## src/rtl/fifo_ctrl_pkg.sv

```systemverilog
// Shared definitions for the FIFO write-side arbiter: FSM encoding,
// default sizing and a one-hot to index helper.
package fifo_ctrl_pkg;

   localparam int DEFAULT_DATA_WIDTH = 8;
   localparam int DEFAULT_NUM_REQ    = 4;
   localparam int DEFAULT_MAX_BURST  = 4;
   localparam int MAX_NUM_REQ        = 8;

   typedef enum logic [1:0] {
      IDLE     = 2'd0,
      BURST    = 2'd1,
      THROTTLE = 2'd2
   } arb_state_t;

   // Index of the set bit in a one-hot vector (zero when the vector is empty)
   function automatic logic [2:0] onehot_to_index(input logic [MAX_NUM_REQ-1:0] onehot);
      logic [2:0] idx;
      idx = '0;
      for (int i = 0; i < MAX_NUM_REQ; i++) begin
         if (onehot[i]) begin
            idx = 3'(i);
         end
      end
      return idx;
   endfunction

endpackage

```

## src/rtl/rr_pick.sv

```systemverilog
// Round-robin picker: returns the first active request at or after rr_ptr,
// scanning circularly, as a one-hot grant plus a valid flag.
module rr_pick #(
   parameter int num_req = 4,
   parameter int ptr_w   = $clog2(num_req)
) (
   input  logic [num_req-1:0] req,
   input  logic [ptr_w-1:0]   rr_ptr,
   output logic [num_req-1:0] grant,
   output logic               valid
);

   logic [ptr_w:0]   idx;
   logic [ptr_w-1:0] sel;

   // Circular scan starting at rr_ptr; the first hit wins
   always_comb begin
      grant = '0;
      valid = 1'b0;
      idx   = '0;
      sel   = '0;
      for (int off = 0; off < num_req; off++) begin
         idx = {1'b0, rr_ptr} + (ptr_w+1)'(off);
         if (idx >= (ptr_w+1)'(num_req)) begin
            idx = idx - (ptr_w+1)'(num_req);
         end
         sel = idx[ptr_w-1:0];
         if (!valid && req[sel]) begin
            grant[sel] = 1'b1;
            valid      = 1'b1;
         end
      end
   end

endmodule

```

## src/rtl/fifo_wr_arbiter.sv

```systemverilog
// Write-side arbiter in front of a FIFO: grants one requester at a time for a
// bounded burst, backs off while the FIFO is almost full, and registers the
// accepted word onto the FIFO write port one cycle after the ack.
module fifo_wr_arbiter
   import fifo_ctrl_pkg::*;
#(
   parameter int data_width = DEFAULT_DATA_WIDTH,
   parameter int num_req    = DEFAULT_NUM_REQ,
   parameter int max_burst  = DEFAULT_MAX_BURST,
   parameter int owner_w    = $clog2(num_req)
) (
   input  logic                          wr_clk,
   input  logic                          rst,
   input  logic [num_req-1:0]            req,
   input  logic [num_req*data_width-1:0] req_data,
   output logic [num_req-1:0]            ack,
   input  logic                          full,
   input  logic                          almost_full,
   output logic                          wr_en,
   output logic [data_width-1:0]         data_in,
   output logic [owner_w-1:0]            owner,
   output logic                          busy,
   output logic                          overflow_err,
   output logic [15:0]                   wr_count
);

   localparam int cnt_w = $clog2(max_burst + 1);
   localparam logic [cnt_w-1:0] last_cnt = cnt_w'(max_burst - 1);

   arb_state_t           state;
   arb_state_t           next_state;
   logic [owner_w-1:0]   rr_ptr;
   logic [owner_w-1:0]   pick_idx;
   logic [cnt_w-1:0]     burst_cnt;
   logic [num_req-1:0]   pick_grant;
   logic                 pick_valid;
   logic                 take_grant;
   logic                 accept;
   logic                 burst_end;

   rr_pick #(
      .num_req (num_req),
      .ptr_w   (owner_w)
   ) u_rr_pick (
      .req    (req),
      .rr_ptr (rr_ptr),
      .grant  (pick_grant),
      .valid  (pick_valid)
   );

   assign pick_idx = owner_w'(onehot_to_index(MAX_NUM_REQ'(pick_grant)));
   assign busy     = (state == BURST);

   // Next-state decode plus the combinational ack for the current owner
   always_comb begin
      next_state = state;
      ack        = '0;
      accept     = 1'b0;
      burst_end  = 1'b0;
      take_grant = 1'b0;
      case (state)
         IDLE: begin
            if (almost_full) begin
               next_state = THROTTLE;
            end else if (pick_valid) begin
               take_grant = 1'b1;
               next_state = BURST;
            end
         end
         BURST: begin
            if (!req[owner] || almost_full) begin
               burst_end  = 1'b1;
               next_state = almost_full ? THROTTLE : IDLE;
            end else begin
               accept = 1'b1;
               if (burst_cnt == last_cnt) begin
                  burst_end  = 1'b1;
                  next_state = IDLE;
               end
            end
         end
         THROTTLE: begin
            if (!almost_full) begin
               next_state = IDLE;
            end
         end
         default: begin
            next_state = IDLE;
         end
      endcase
      if (rst) begin
         accept = 1'b0;
      end
      if (accept) begin
         ack[owner] = 1'b1;
      end
   end

   // State, grant ownership, burst length and round-robin pointer
   always_ff @(posedge wr_clk) begin
      if (rst) begin
         state     <= IDLE;
         owner     <= '0;
         burst_cnt <= '0;
         rr_ptr    <= '0;
      end else begin
         state <= next_state;
         if (take_grant) begin
            owner     <= pick_idx;
            burst_cnt <= '0;
         end else if (accept) begin
            burst_cnt <= burst_cnt + 1'b1;
         end
         if (burst_end) begin
            rr_ptr <= (owner == owner_w'(num_req - 1)) ? '0 : owner + 1'b1;
         end
      end
   end

   // FIFO write port: the acked word is presented one cycle later
   always_ff @(posedge wr_clk) begin
      if (rst) begin
         wr_en   <= 1'b0;
         data_in <= '0;
      end else begin
         wr_en <= accept;
         if (accept) begin
            data_in <= req_data[owner*data_width +: data_width];
         end
      end
   end

   // Write counter and sticky overflow detection
   always_ff @(posedge wr_clk) begin
      if (rst) begin
         wr_count     <= '0;
         overflow_err <= 1'b0;
      end else begin
         if (wr_en) begin
            wr_count <= wr_count + 16'd1;
         end
         if (wr_en && full) begin
            overflow_err <= 1'b1;
         end
      end
   end

endmodule

```

## config.mk

```make
export PLATFORM = sky130hd
export DESIGN_NAME = fifo_wr_arbiter
export DESIGN_NICKNAME = d
export VERILOG_FILES = /design/src/rtl/fifo_ctrl_pkg.sv /design/src/rtl/rr_pick.sv /design/src/rtl/fifo_wr_arbiter.sv
export SDC_FILE = /design/constraint.sdc
export NUM_CORES = 1
export LEC_CHECK = 0
export ABC_AREA = 1
export BUFFER_PORTS_ARGS = -buffer_cell sky130_fd_sc_hd__buf_2
export CORE_UTILIZATION = 51
export DETAILED_ROUTE_END_ITERATION = 16
export PLACE_DENSITY_LB_ADDON = 0.08
export SLEW_MARGIN = 10
export SYNTH_ARGS = -nofsm -noshare
export SYNTH_HDL_FRONTEND = slang
export SYNTH_SLANG_ARGS = --single-unit
```

## constraint.sdc

```tcl
create_clock -name wr_clk -period 2.62 [get_ports wr_clk]
set_input_delay 0.131 -clock wr_clk [delete_from_list [all_inputs] [get_ports wr_clk]]
set_output_delay 0.131 -clock wr_clk [all_outputs]
set_load 0.005 [all_outputs]
```

==> run metrics <==
P_leak=1.27 nW; Rel. slew slack=0.703; Clock Power Share=0.317; CP Class=flop to output port; register area=701 µm²; syn nets=376; vias per inst=5.04; worst-margin pin slew=0.446 ns; share of layout cells above drive strength 1=0.270; Most Frequent Cell on Critical Path=inv_2; sequential share of the synthesized area=0.321; final core utilization=0.655; Int Pwr=0.855 mW; ys flop type=dfxtp_1; Hold Crit Class=input pin to flop; family with the most delay on the worst path=buffers and inverters; clk root buf=clkbuf_8; DR WL/cell=11.2 µm; min Tclk post-route=2.19 ns; core box area=4060 µm²; Die X=67.5 µm; combinational share of power=0.226; Layout Skew=0.00277 ns; antenna violations before repair=0; setup violators final=0; final setup margin=0.435 ns; drt first pass iters=4; Multi-input gate area=1290 µm²; drt total wl=4970 µm; Vias=2232; largest family of logic cells by synthesized area=simple AND/OR/NAND/NOR gates; Synth top area share=0.321; status=finished, final reports clean; H-tree Lvls=2; final hold vios=0; Max stage delay on crit path=0.36 ns; most common cell after layout, fill and taps aside=buf_2; post-synthesis register bit count=35; PwrDens=461 nW/µm²; unrepaired setup endpoints after global routing=false; io pins=73; drt drc=0; Post CTS Setup Buffer Count=0; Fin Setup TNS=0 ns; clk slew on worst S/H paths=0.07 ns; final std cells w/o fill=443; Final nets=447; pre-CTS setup slack=0.505 ns; worst-path fanout max=20; sequence of cells on the critical path=inv_2 -> o21ai_0 -> a21oi_2 -> nand2_1 -> nor2_4 -> inv_2 -> nor2_1 -> buf_2; Core Rows=23; Compound-Gate Fraction of Synth Area=0.160; CP endpoint kind=output port; Psw=0.369 mW; adder-cell share of the synthesized area=0.0801; worst hold margin=0.0917 ns; worst reg-to-reg setup slack=0.47 ns; grt total ovfl=0; Final GP Congestion=0.843; Final Max Slew Viols=0; FMAX=458 MHz; Routed Antenna Nets=0; synth top area cells=dfxtp_1 32%, nand2_1 11%, nor2_1 8.6%; WP buf/inv=3; Final Cycle Share=0.834; Synth Area in XOR/XNOR=0.0160; placed insts=436; Synth area leader=dfxtp_1; first-pass GRT wire length=8160 µm; Post-Syn Area=2190 µm²; total power=1.22 mW; hold-fix buffers at CTS=0; Switching Share=0.301; max_cap viols=0; Final Instance Area=2660 µm²; CTS Buf Count=5; Iteration-0 DRC Markers=77; initial core utilization=0.539; CP arrival=2.05 ns; clk buf depth=2; Area Overhead vs Synth=21.5%; most frequent cells in the layout=72 x buf_2, 62 x nand2_1, 50 x nor2_1; Placed Area=2570 µm²; Worst-Skew Late Latency=0.28 ns; fillers=376; post-synthesis mux area share=0; worst vdd ir=0.373 mV; Port Buf Inserts=72; power share of the sequential group=0.457; GRT Util Overall=0.237; # diodes=0; Synth cell types=31; Avg Cell Area, Syn=6.79 µm²; synth warn=0; largest net degree at the start of global routing=21; CTS tree=built; post-detail-place hpwl=3840 µm; ys async rst share=0; clock tree sinks=35; die height=67.5 µm; post_cts resized=0; EDFF count, synth=0; Worst path slowest cell=dfxtp_1; vias in the first global route=1959; CP Launch Type=flop; Simple-Gate Fraction of Synth Area=0.335; total die area=4550 µm²; cells after synthesis=322; Worst Path Required=2.49 ns
-- cell families after synthesis --
family	Yosys count
simple gates	157
compound gates	65
buf+inv	47
flops	35
fa+ha+maj	14
xor+xnor	4
-- state kept, by name, summed over array words and instances, names as in the netlist --
name and cells:
wr_en 1, state 2, owner 2, burst_cnt 3, overflow_err 1, wr_count 16
rr_ptr 2, data_in 8
-- cell usage after synthesis, types with 2 or more instances --
cell      count
buf_2         2
nand3_4       2
inv_1        32
nand2_1      62
a32o_1        2
ha_1         14
xnor2_1       3
nand2_4       2
nor3_1        3
nor2_1       50
buf_4         2
nor2_4        3
o22ai_1       5
o21ai_0      27
inv_2         5
nand2_2       5
nor2_2        4
clkbuf_1      5
nand3_1      21
dfxtp_1      35
nand3_2       2
a21oi_1      27
-- path summary, 6_finish.rpt --
path                                         startpoint                   endpoint  cells after the start
worst max-delay path              owner[0]$_SDFFE_PP0P_                     ack[0]                      8
worst min-delay path                               full  overflow_err$_SDFFE_PP0P_                      3
worst max register to register   rr_ptr[1]$_SDFFE_PP0P_      owner[0]$_SDFFE_PP0P_                     13
worst min register to register  data_in[5]$_SDFFE_PP0P_    data_in[5]$_SDFFE_PP0P_                      2
-- per-layer routing --
layer | track usage | wire, µm
met5 | 0 | 0
met4 | 0.0745 | 36
met3 | 0.0574 | 184
met2 | 0.423 | 2420
met1 | 0.274 | 2320
-- cell type report --
class | count | share of cell area
tap | 50 | 0.0236
sequential | 35 | 0.264
multi-input combinational | 240 | 0.486
clock buffer | 6 | 0.0311
clock inverter | 1 | 0.00188
inverter | 37 | 0.0523
timing repair buffer | 74 | 0.141
-- worst reg2reg max path, delay by kind of cell (launching register included) --
family                     cells  cell delay (ns)
and+or+nand+nor               10             0.78
DFF                            1             0.53
buffers and inverters          2             0.32
adders and majority gates      1             0.39
-- power by group through the flow --
stage	Clock (mW)	Combinational, mW	Sequential, mW
final	0.388	0.276	0.559
after global routing	0.425	0.314	0.561
after CTS	0.401	0.277	0.559
after detailed placement	0	0.275	0.571
after global placement	0	0.274	0.570
after floorplan	0	0.198	0.569
Note: power is estimated with default switching activity, not from simulation.
